--- config.mk ---
export PLATFORM = sky130hd
export DESIGN_NAME = alu_arbiter
export DESIGN_NICKNAME = d
export VERILOG_FILES = /design/src/rtl/alu_arbiter_pkg.sv /design/src/rtl/alu_arbiter_alu.sv /design/src/rtl/alu_arbiter_rr_arb2.sv /design/src/rtl/alu_arbiter.sv
export SDC_FILE = /design/constraint.sdc
export NUM_CORES = 1
export LEC_CHECK = 0
export ABC_AREA = 1
export CAP_MARGIN = 20
export CORE_MARGIN = 2
export CORE_UTILIZATION = 31
export CTS_BUF_LIST = sky130_fd_sc_hd__clkbuf_4 sky130_fd_sc_hd__clkbuf_8
export DETAILED_ROUTE_END_ITERATION = 10
export GPL_TIMING_DRIVEN = 0
export PLACE_DENSITY_LB_ADDON = 0.1
export SLEW_MARGIN = 20
export SYNTH_ARGS = -nofsm -noshare
export SYNTH_HDL_FRONTEND = slang
export SYNTH_HIERARCHICAL = 1
export SYNTH_SLANG_ARGS = --single-unit
--- constraint.sdc ---
create_clock -name clk -period 3.5 [get_ports clk]
set_input_delay 1.05 -clock clk [delete_from_list [all_inputs] [get_ports clk]]
set_output_delay 1.05 -clock clk [all_outputs]
set_load 0.02 [all_outputs]
--- src/rtl/alu_arbiter_pkg.sv ---
// Shared types and constants for the two-requester ALU arbiter.
// Covers op encodings, FSM states and flag bit positions.
package alu_arbiter_pkg;

    localparam int unsigned XLEN = 64;

    localparam logic [2:0] OP_PASS_B = 3'b000;
    localparam logic [2:0] OP_ADD    = 3'b010;
    localparam logic [2:0] OP_SUB    = 3'b011;
    localparam logic [2:0] OP_AND    = 3'b100;
    localparam logic [2:0] OP_OR     = 3'b101;
    localparam logic [2:0] OP_XOR    = 3'b110;

    localparam int FLAG_N = 3;
    localparam int FLAG_Z = 2;
    localparam int FLAG_V = 1;
    localparam int FLAG_C = 0;

    typedef enum logic [1:0] {
        ST_IDLE,
        ST_EXEC,
        ST_RESP
    } state_e;

endpackage

--- src/rtl/alu_arbiter_alu.sv ---
// 64-bit combinational ALU producing a result and {N,Z,V,C} flags.
// Reserved encodings yield a zero result.
module alu_arbiter_alu
    import alu_arbiter_pkg::*;
(
    input  logic [XLEN-1:0] a,
    input  logic [XLEN-1:0] b,
    input  logic [2:0]      cntrl,
    output logic [XLEN-1:0] result,
    output logic [3:0]      flags
);

    logic [XLEN:0] sum;
    logic [XLEN:0] diff;
    logic          ovf;
    logic          carry;

    assign sum  = {1'b0, a} + {1'b0, b};
    assign diff = {1'b0, a} - {1'b0, b};

    always_comb begin
        result = '0;
        ovf    = 1'b0;
        carry  = 1'b0;
        case (cntrl)
            OP_PASS_B: result = b;
            OP_ADD: begin
                result = sum[XLEN-1:0];
                carry  = sum[XLEN];
                ovf    = (a[XLEN-1] == b[XLEN-1]) &&
                         (result[XLEN-1] != a[XLEN-1]);
            end
            // Carry out of a subtract is the inverted borrow.
            OP_SUB: begin
                result = diff[XLEN-1:0];
                carry  = ~diff[XLEN];
                ovf    = (a[XLEN-1] != b[XLEN-1]) &&
                         (result[XLEN-1] != a[XLEN-1]);
            end
            OP_AND:  result = a & b;
            OP_OR:   result = a | b;
            OP_XOR:  result = a ^ b;
            default: result = '0;
        endcase
    end

    always_comb begin
        flags         = '0;
        flags[FLAG_N] = result[XLEN-1];
        flags[FLAG_Z] = (result == '0);
        flags[FLAG_V] = ovf;
        flags[FLAG_C] = carry;
    end

endmodule

--- src/rtl/alu_arbiter_rr_arb2.sv ---
// Two-way round-robin arbiter; the last grant moves only on accept.
// Reset favours requester 0 on the first contention.
module alu_arbiter_rr_arb2 (
    input  logic       clk,
    input  logic       reset_n,
    input  logic [1:0] req_valid,
    input  logic       accept,
    output logic [1:0] grant
);

    logic last_q;
    logic last_d;

    always_comb begin
        grant = req_valid;
        if (req_valid == 2'b11) begin
            grant = last_q ? 2'b01 : 2'b10;
        end
    end

    always_comb begin
        last_d = last_q;
        if (accept) begin
            last_d = grant[1];
        end
    end

    always_ff @(posedge clk or negedge reset_n) begin
        if (!reset_n) begin
            last_q <= 1'b1;
        end else begin
            last_q <= last_d;
        end
    end

endmodule

--- src/rtl/alu_arbiter.sv ---
// Shares one 64-bit ALU between two requesters with round-robin
// arbitration, registered operands, responses and a flag register.
module alu_arbiter
    import alu_arbiter_pkg::*;
(
    input  logic            clk,
    input  logic            reset_n,
    input  logic [1:0]      req_valid,
    output logic [1:0]      req_ready,
    input  logic [XLEN-1:0] req0_a,
    input  logic [XLEN-1:0] req0_b,
    input  logic [2:0]      req0_cntrl,
    input  logic            req0_setflags,
    input  logic [XLEN-1:0] req1_a,
    input  logic [XLEN-1:0] req1_b,
    input  logic [2:0]      req1_cntrl,
    input  logic            req1_setflags,
    output logic            rsp_valid,
    input  logic            rsp_ready,
    output logic            rsp_id,
    output logic [XLEN-1:0] rsp_result,
    output logic [3:0]      rsp_flags,
    output logic [3:0]      flags_q
);

    state_e          state_q, state_d;
    logic [XLEN-1:0] op_a_q, op_a_d;
    logic [XLEN-1:0] op_b_q, op_b_d;
    logic [2:0]      op_cntrl_q, op_cntrl_d;
    logic            op_setflags_q, op_setflags_d;
    logic            op_id_q, op_id_d;
    logic [XLEN-1:0] rsp_result_q, rsp_result_d;
    logic [3:0]      rsp_flags_q, rsp_flags_d;
    logic            rsp_id_q, rsp_id_d;
    logic [3:0]      flags_d;

    logic [1:0]      grant;
    logic            accept;
    logic            sel;
    logic [XLEN-1:0] alu_result;
    logic [3:0]      alu_flags;

    alu_arbiter_rr_arb2 u_arb (
        .clk       (clk),
        .reset_n   (reset_n),
        .req_valid (req_valid),
        .accept    (accept),
        .grant     (grant)
    );

    alu_arbiter_alu u_alu (
        .a      (op_a_q),
        .b      (op_b_q),
        .cntrl  (op_cntrl_q),
        .result (alu_result),
        .flags  (alu_flags)
    );

    // Held low while reset is asserted so nothing is offered pre-reset.
    assign req_ready = (state_q == ST_IDLE && reset_n) ? grant : 2'b00;
    assign accept    = |(req_valid & req_ready);
    assign sel       = grant[1];

    always_comb begin
        state_d       = state_q;
        op_a_d        = op_a_q;
        op_b_d        = op_b_q;
        op_cntrl_d    = op_cntrl_q;
        op_setflags_d = op_setflags_q;
        op_id_d       = op_id_q;
        rsp_result_d  = rsp_result_q;
        rsp_flags_d   = rsp_flags_q;
        rsp_id_d      = rsp_id_q;
        flags_d       = flags_q;
        case (state_q)
            ST_IDLE: begin
                if (accept) begin
                    op_a_d        = sel ? req1_a : req0_a;
                    op_b_d        = sel ? req1_b : req0_b;
                    op_cntrl_d    = sel ? req1_cntrl : req0_cntrl;
                    op_setflags_d = sel ? req1_setflags : req0_setflags;
                    op_id_d       = sel;
                    state_d       = ST_EXEC;
                end
            end
            ST_EXEC: begin
                rsp_result_d = alu_result;
                rsp_flags_d  = alu_flags;
                rsp_id_d     = op_id_q;
                state_d      = ST_RESP;
            end
            ST_RESP: begin
                if (rsp_ready) begin
                    if (op_setflags_q) begin
                        flags_d = rsp_flags_q;
                    end
                    state_d = ST_IDLE;
                end
            end
            default: state_d = ST_IDLE;
        endcase
    end

    always_ff @(posedge clk or negedge reset_n) begin
        if (!reset_n) begin
            state_q       <= ST_IDLE;
            op_a_q        <= '0;
            op_b_q        <= '0;
            op_cntrl_q    <= '0;
            op_setflags_q <= 1'b0;
            op_id_q       <= 1'b0;
            rsp_result_q  <= '0;
            rsp_flags_q   <= '0;
            rsp_id_q      <= 1'b0;
            flags_q       <= '0;
        end else begin
            state_q       <= state_d;
            op_a_q        <= op_a_d;
            op_b_q        <= op_b_d;
            op_cntrl_q    <= op_cntrl_d;
            op_setflags_q <= op_setflags_d;
            op_id_q       <= op_id_d;
            rsp_result_q  <= rsp_result_d;
            rsp_flags_q   <= rsp_flags_d;
            rsp_id_q      <= rsp_id_d;
            flags_q       <= flags_d;
        end
    end

    assign rsp_valid  = (state_q == ST_RESP);
    assign rsp_id     = rsp_id_q;
    assign rsp_result = rsp_result_q;
    assign rsp_flags  = rsp_flags_q;

endmodule

# Yosys cells after proc, flatten, opt, wreduce, memory -nomap -nowiden
# Index checks and enable logic that the tools add are counted.
op_classes:
  addsub: 2
  n_eq_ne: 14
  muxes: 13
  n_bitwise: 5
  n_reduce_logical: 10
ops:
  columns: ["cell", "n"]
  rows:
  - ["$pmux W64 S6", 1]
  - ["$mux W64", 2]
  - ["$add A64 B64 Y65", 1]
  - ["$sub A64 B64 Y65", 1]
  - ["$and A64 B64 Y64", 1]
  - ["$logic_not A64 Y1", 1]
  - ["$or A64 B64 Y64", 1]
  - ["$xor A64 B64 Y64", 1]
  - ["$mux W2", 5]
  - ["$eq A3 B3 Y1 const B", 3]
  - ["$eq A3 B2 Y1 const B", 2]
  - ["$pmux W2 S3", 1]
  - ["$eq A2 B2 Y1 const B", 2]
  - ["$pmux W1 S2", 2]
  - ["$reduce_and A2 Y1", 2]
  - ["$logic_and A1 B1 Y1", 3]
  - ["$logic_not A3 Y1", 1]
  - ["$mux W3", 1]
  - ["$ne A1 B1 Y1", 3]
  - ["$reduce_and A3 Y1", 1]
  - ["$and A2 B2 Y2", 1]
  - ["$eq A2 B1 Y1 const B", 1]
  - ["$logic_not A2 Y1", 1]
  - ["$ne A2 B1 Y1 const B", 1]
  - ["5 further kinds", 5]
word_totals:
  ff_bits: 209
  inputBits: 269
  out_inout_bits: 76
  wordCells: 55

# Longest topological paths before layout
# Gate-level depths: netlist of the first run.
depth:
  depth_word: 7
  depth_mapped: 26
  mapped_depth_nobuf: 25

# Modules after synthesis
# The synthesis of the first run kept the hierarchy.
by_module_without_submodules:
  columns: ["module", "instances", "cells_per_inst", "area_each_um2", "seq_area_each_um2"]
  rows:
  - ["alu_arbiter_alu", 1, 3282, 16154.2, 0.0]
  - ["alu_arbiter", 1, 1327, 9751.9, 5205.0]
  - ["alu_arbiter_rr_arb2", 1, 9, 63.8, 26.3]

# Worst setup path before layout of the first run
# Ideal clock, no wire load.
synth_path:
  path_kind: "input to output"
  from: "input req_valid[0]"
  to: "output req_ready[1]"
  t_arrival_ns: 1.965
  t_required_ns: 2.450
  path_slack_ns: 0.485
  cell_stages: 6
  path_cell_list: "nand2_1 > and2_1 > buf_2 > inv_2 > clkbuf_1 > nor2_1"
synth_via:
  elab_chain_len: 3
synth_rtl:
  columns: ["element", "line", "text"]
  rows:
  - ["from (decl)", "alu_arbiter.sv:8", "input logic [1:0] req_valid,"]
  - ["$eq A2 B2 Y1", "alu_arbiter_rr_arb2.sv:16", "if (req_valid == 2'b11) begin"]
  - ["$mux W2", "alu_arbiter_rr_arb2.sv:16", null]
  - ["net grant[1]", "alu_arbiter.sv:37", "logic [1:0] grant;"]
  - ["$mux W2", "alu_arbiter.sv:60", "assign req_ready = (state_q == ST_IDLE && reset_n) ? grant : 2'b00;"]
  - ["to (decl)", "alu_arbiter.sv:9", "output logic [1:0] req_ready,"]
# The timed path passes the listed nets, and every way through them passes these cells.

# Final worst setup path of the first run
layout_path:
  from: "register op_cntrl_q[2]"
  to: "register rsp_flags_q[2], in the netlist rsp_flags[2]"
layout_via:
  elab_chain_len: 3
  word_cells_on_any_way: 8
layout_rtl:
  columns: ["element", "line", "text"]
  rows:
  - ["from (decl)", "alu_arbiter.sv:29", "logic [2:0] op_cntrl_q, op_cntrl_d;"]
  - ["from (signal assigned)", "alu_arbiter.sv:120", "op_cntrl_q <= op_cntrl_d;"]
  - ["$eq A3 B3 Y1 (tied with other cells)", "alu_arbiter_alu.sv:25", "case (cntrl)"]
  - ["$pmux W64 S6 (*)", "alu_arbiter_alu.sv:25", null]
  - ["net alu_result[41]", "alu_arbiter.sv:40", "logic [XLEN-1:0] alu_result;"]
  - ["$logic_not A64 Y1 (*)", "alu_arbiter_alu.sv:50", "flags[FLAG_Z] = (result == '0);"]
  - ["net alu_flags[2]", "alu_arbiter.sv:41", "logic [3:0] alu_flags;"]
  - ["to (signal assigned)", "alu_arbiter.sv:124", "rsp_flags_q <= rsp_flags_d;"]
  - ["to (decl)", "alu_arbiter.sv:33", "logic [3:0] rsp_flags_q, rsp_flags_d;"]
# The timed path passes the listed nets; every way through them passes the cells marked *.
# A chain may end at the register's enable or synchronous reset.

==> run_results.csv, run 1 <==
group,metric,value,unit
critical_path,crit_family,"simple AND/OR/NAND/NOR gates",
synthesis,ys.flop_type,"dfrtp_1",
grt,use_met1,44.6,%
timing,hold_slack,274,ps
synthesis,ys_ff_latch,209,
status,status,"finished, final reports clean",
floorplan,die_w,293,um
synthesis,ys_types,49,
critical_path,cp_data_required_time,4050,ps
floorplan,initial_core_util,31.2,%
detailed_routing,postRouteAntennaNets,0,
critical_path,r2r_end,"rsp_flags[2]",
layout,final_nets,5507,
grt,grt_pass1_wl,190,mm
synthesis,seq_area_frac_synth,20.1,%
grt,grt_use_met2,45.1,%
placed_design,place_congestion,1.04,
critical_path,rrSetupSlack,10,ps
critical_path,critPathBufInv,4,
clocking,cts_buffer_depth,3,
critical_path,slowest_delay,730,ps
grt,gr-max-usage-layer,"met2",
run,maxCapViolCount,0,
synthesis,synth_nets,5098,
critical_path,setup.worst_path.start_class,"flip-flop",
timing,relSlewSlack,26.0,%
clocking,h-tree-depth,2,
grt,grt_max_degree,84,
synthesis,yosys_warnings,6,
clocking,insertion_delay,640,ps
floorplan,die_area,86100,um2
synthesis,synth_edf_count,0,
critical_path,cp-end-kind,"flip-flop",
layout,drive_gt1_share,12.4,%
clocking,clk_pin_slew,60,ps
critical_path,rr_worst_depth,14,
power_and_ir_drop,ir_drop,0.359,mV
detailed_routing,via_count,30328,
detailed_routing,routed_wl,133,mm
clocking,clock-root-buffer,"clkbuf_8",
placed_design,dp.cells,6045,
timing,setup_ws,12.0,ps
timing,timing_hold_violations_final,0,
layout,num-fill-cells,9421,
grt,gr-usage-met3,4.67,%
critical_path,crit_type,"reg2reg",
detailed_routing,wire_per_inst,21.7,um
clocking,cts_tree,"done",
critical_path,r2r_start,"op_cntrl_q[2]",
layout,final_cells,6132,
timing,grt_setup_unrepaired,"yes",
detailed_routing,vias_per_cell,4.95,
critical_path,crit_slowest_cell,"a221oi_2",
synthesis,syn_inst,4618,
layout,postLayoutCellArea,33200,um2
detailed_routing,drc,0,
power_and_ir_drop,p_total,0.0381,W
worst_hold_path,hold_class,"in2async",
synthesis,post_synth.cell_area_avg,5.62,um2
critical_path,crit_arrival,4040,ps
critical_path,crit_chain,"buf_2, nand2_2, inv_2, buf_2, buf_2, a221oi_2, nand3_1, nor2_1, nand2_1, nor2_1, nand2_1, nor3_2, nor2_1, a21oi_1",
grt,grt_usage,30.3,%
floorplan,rows,106,
floorplan,die_y,293,um
critical_path,path_max_fanout,10,
grt,antenna_found_initial,3,
detailed_routing,drtPass1Iterations,6,
timing,period_minus_slack,3490,ps
power_and_ir_drop,p_leak,18.2,nW
detailed_routing,dr.first_iter.drc_count,3063,
clocking,cts-hold-fix-buffers,0,
synthesis,netlist_area,26000,um2
timing,tightestPinTransition,1110,ps
layout,area_growth,27.9,%
placed_design,portBuffers,344,
floorplan,core,83300,um2
placed_design,place_ws,-982,ps
placed_design,placed_cell_area,30800,um2
clocking,cts_sinks,209,
grt,grt_overflow_total,0,
synthesis,async_reset_ff_share,100,%
timing,finalCritPeriodShare,99.7,%
timing,clock.fmax,287,MHz
grt,grt_pass1_vias,28536,
power_and_ir_drop,p_per_area,1150,nW/um2
timing,fin_worst_skew,28.0,ps
placed_design,dp_hpwl,113,mm
timing,setup_violations,0,
clocking,cts_made_buffers,40,
timing,final_max_slew_viol_count,0,
floorplan,io-pin-count,345,
-- final cells by class --
| class | instances | area [um2] | share of cell area [%] |
|---|---|---|---|
| diodes | 1 | 2.50 | 0.00754 |
| plain buffers | 186 | 1060 | 3.18 |
| clock buffers | 62 | 753 | 2.27 |
| clock inverters | 4 | 76.3 | 0.230 |
| inverters | 808 | 3060 | 9.21 |
| multi-input cells | 3414 | 17900 | 53.9 |
| flip-flops and latches | 209 | 5300 | 16.0 |
| well taps | 1080 | 1350 | 4.07 |
| repair buffers | 368 | 3700 | 11.2 |
-- metrics by stage --
step / utilization, % / TNS [ps]
2_1_floorplan: - / 0
3_3_place_gp: 36.9 / -3200740
3_5_place_dp: 37.0 / -16910
4_1_cts: 38.8 / 0
5_1_grt: 39.9 / -53.5
6_report: 39.9 / 0
-- worst max path at each step --
stage / from / endpoint / slack [ps] / cells after the start
4_1_cts: op_b_q[32] / rsp_flags[2] / 0.2 / 22
5_1_grt: op_b_q[26] / rsp_flags[2] / -50 / 23
6_report: op_cntrl_q[2] / rsp_flags[2] / 10 / 14
3_5_place_dp: req_valid[1] / req_ready[1] / -980 / 7
3_3_place_gp: reset_n / op_b_q[44] / -10890 / 7
2_1_floorplan: req_valid[0] / req_ready[1] / 480 / 6
-- synth_stat cells, types with 37 or more instances --
master / number / share of area [%]
clkbuf_1: 71 / 1.0
buf_4: 37 / 1.1
nand3_1: 477 / 9.2
a21oi_1: 120 / 2.3
o22ai_1: 57 / 1.4
a221oi_1: 49 / 1.7
inv_1: 781 / 11
o21ai_0: 71 / 1.4
nor2_1: 248 / 3.6
nor2_2: 49 / 1.2
buf_2: 42 / 0.81
nand2_1: 1957 / 28
dfrtp_1: 208 / 20
ha_1: 209 / 10
-- placed cells by master (no fill, tap or decap), drive strengths merged, types with 2 or more instances in the layout --
cell,n
o31ai,2
a21o,2
clkbuf,137
o22ai,57
a21boi,3
ha,209
nand3b,7
dfrtp,208
nor3,25
nand3,493
inv,803
o21ai,78
clkdlybuf4s50,340
fa,2
o21bai,13
clkinvlp,6
nor4,3
or2,2
nor2,309
o221ai,4
xor2,3
o211ai,6
and2,7
bufinv,2
nand4,37
a221oi,50
buf,136
a21oi,121
dlygate4sd2,2
nand2,1977
-- where the power goes --
| group | internal, W | switching (W) | total [W] |
|---|---|---|---|
| Sequential | 0.00354 | 0.00151 | 0.00505 |
| Clock | 0.00150 | 0.00117 | 0.00267 |
| Combinational | 0.00907 | 0.0213 | 0.0303 |
-- repair_timing --
item,CTS,global route
pin swaps,5,14
gates resized for setup,161,229
setup endpoints to repair,9,3
cloned,1,0
setup buffers,7,12
-- registers in the layout (all words and copies together), names as in the netlist, 2 cells and up --
| register | cells |
|---|---|
| op_a_q | 64 |
| rsp_flags | 4 |
| state_q | 2 |
| flags_q | 4 |
| rsp_result | 64 |
| op_cntrl_q | 3 |
| op_b_q | 64 |
-- cells by family (layout without fill, tap and decap cells) --
group / count (synthesis) / in the layout / synth area share, %
AO/OA/AOI/OAI: 338 / 338 / 7.88
AND/OR/NAND/NOR: 2862 / 2862 / 46.1
other: 0 / 1 / 0
buffers and inverters: 995 / 1428 / 15.6
adder cells (fa/ha/maj): 211 / 211 / 10.2
XOR/XNOR: 3 / 3 / 0.101
flip-flops: 209 / 209 / 20.1
-- layer usage --
metal | vias to the layer above | wire [um]
met4 | 2 | 4300
met3 | 150 | 11600
met1 | 13921 | 62500
met2 | 1215 | 54700
met5 | - | 153
li1 | 15040 | -
Note: power is estimated with default switching activity, not from simulation.
==> run 2, diff against run 1 <==
- CTS_CLUSTER_DIAMETER: default -> 100
==> run 2 against run 1 <==
Against the previous run: the flow now finishes with violations (setup timing); first-iteration DRC count increased by 1.4%; sequential share of layout area about the same; wire length about the same; hold slack got worse by 9.3 ps; clock skew increased by 3.1 ps; register-to-register slack got worse by 30 ps; cell count about the same; cell area decreased by 0.17%; critical endpoint unchanged.
==> run_results.csv, run 2 (synthesized netlist as in run 1, its figures left out) <==
group,metric,value,unit
detailed_routing,drc,0,
grt,grt_pass1_vias,28500,
status,violations,"setup timing",
clocking,cts_tree,"done",
clocking,clock-root-buffer,"clkbuf_8",
clocking,insertion_delay,640,ps
clocking,cts_sinks,209,
floorplan,die_w,293,um
grt,grt_usage,30.2,%
layout,most-common-layout-cells,"nand2_1 (1914), inv_1 (772), nand3_1 (433), clkdlybuf4s50_1 (340), nor2_1 (207)",
critical_path,critPathLaunch,"op_cntrl_q[2]",
detailed_routing,dr.first_iter.drc_count,3105,
timing,fin_worst_skew,31.1,ps
clocking,cts_made_buffers,40,
critical_path,crit_type,"reg2reg",
critical_path,rr_worst_depth,14,
timing,timing_hold_violations_final,0,
run,maxCapViolCount,0,
critical_path,r2r_start,"op_cntrl_q[2]",
clocking,clk_pin_slew,60,ps
floorplan,io-pin-count,345,
timing,setup_violations,1,
status,status,"finished, violations left",
power_and_ir_drop,p_per_area,1150,nW/um2
grt,grt_pass1_wl,189,mm
worst_hold_path,hold_class,"in2async",
critical_path,crit_cells,14,
power_and_ir_drop,ir_drop,0.387,mV
layout,final_common_cell,"nand2_1",
detailed_routing,routed_wl,133,mm
floorplan,rows,106,
floorplan,initial_core_util,31.2,%
critical_path,rrSetupSlack,-20,ps
critical_path,setup.worst_path.start_class,"flip-flop",
critical_path,crit_path_frequent_cell,"nor2_1",
detailed_routing,wire_per_inst,21.7,um
power_and_ir_drop,p_total,0.0380,W
detailed_routing,vias_per_cell,4.95,
floorplan,die_y,293,um
grt,grt_max_degree,84,
timing,final_max_slew_viol_count,0,
clocking,cts-hold-fix-buffers,0,
floorplan,die_area,86100,um2
detailed_routing,postRouteAntennaNets,0,
critical_path,cp-endpoint,"rsp_flags[2]",
power_and_ir_drop,p_leak,18.2,nW
timing,setup_ws,-16.8,ps
timing,finalCritPeriodShare,100,%
timing,relSlewSlack,28.9,%
placed_design,portBuffers,344,
critical_path,crit_chain,"buf_2, nand2_2, inv_2, buf_2, clkbuf_2, a221oi_1, nand3_2, nor2_1, nand2_1, nor2_1, nand2_1, nor3_2, nor2_1, a21oi_1",
timing,clock.fmax,284,MHz
timing,tightestPinTransition,1070,ps
critical_path,path_max_fanout,10,
detailed_routing,via_count,30338,
critical_path,crit_slowest_cell,"a221oi_1",
floorplan,core,83300,um2
layout,area_growth,27.7,%
clocking,h-tree-depth,2,
placed_design,place_congestion,1.04,
grt,antenna_found_initial,3,
timing,hold_slack,265,ps
placed_design,dp_hpwl,113,mm
clocking,cts_buffer_depth,3,
critical_path,cp-end-kind,"flip-flop",
timing,period_minus_slack,3520,ps
detailed_routing,drtPass1Iterations,6,
layout,final_nets,5503,
critical_path,cp_data_required_time,4060,ps
grt,grt_overflow_total,0,
critical_path,crit_arrival,4080,ps
layout,drive_gt1_share,12.1,%
critical_path,slowest_delay,660,ps
critical_path,crit_family,"simple AND/OR/NAND/NOR gates",
critical_path,critPathBufInv,4,
timing,grt_setup_unrepaired,"yes",
critical_path,r2r_end,"rsp_flags[2]",
==> run 2: changes by cell type in the layout (fill, tap and decap cells not counted), moves of 5 or more <==
cell,previous run,this run
clkbuf_4,20,11
clkinv_2,0,5
nand3_1,428,433
nor2_2,89,83
nor2_1,201,207
==> run 2: cell type report <==
class                      count  area [um2]
antenna                        1        2.50
multi-input combinational   3414       17800
clock buffer                  59         756
inverter                     808        3060
timing repair buffer         364        3670
clock inverter                10         140
sequential                   209        5310
buffer                       186        1050
fill                        9417       50100
tap                         1080        1350
==> run 2: stage by stage <==
step | cells | setup slack (ps) | setup TNS [ps] | cell area [um2] | util (%)
after floorplan | 4618 | 485 | 0 | 26000 | -
after global placement | 6042 | -10890 | -3200740 | 30800 | 36.9
after detailed placement | 6045 | -982 | -16910 | 30800 | 37.0
after CTS | 6121 | 1.06 | 0 | 32400 | 38.9
after global routing | 6131 | -59.8 | -59.8 | 33200 | 39.8
final | 6131 | -16.8 | -16.8 | 33200 | 39.8
==> run 2: where the power goes <==
group	total, W	leakage (nW)	switching, W	internal (W)
clock network	0.00278	0.474	0.00118	0.00161
logic	0.0301	15.1	0.0212	0.00896
registers	0.00506	2.58	0.00151	0.00354
==> run 2: how the worst min path moves through the flow <==
stage / start / end / slack (ps)
6_report: reset_n / rsp_result[0] / 260
5_1_grt: reset_n / rsp_result[0] / 290
4_1_cts: reset_n / rsp_result[0] / 260
3_5_place_dp: rsp_result[7] / rsp_result[7] / 460
3_3_place_gp: rsp_result[1] / rsp_result[1] / 460
2_1_floorplan: u_arb/last_q / u_arb/last_q / 450
==> run 2: per-layer routing <==
layer | GRT usage, % | wire length, um | vias up
li1 | - | - | 15026
met4 | 7.39 | 3790 | 0
met5 | 0 | 0 | -
met2 | 45.5 | 55300 | 1161
met1 | 44.5 | 62400 | 14018
met3 | 4.88 | 11700 | 133
==> run 2: timing repair <==
item                       in CTS  in global routing
setup endpoints to repair      10                  3
pin swaps                       4                 10
setup buffers                   7                  8
resized for setup             146                223
gates cloned                    1                  0
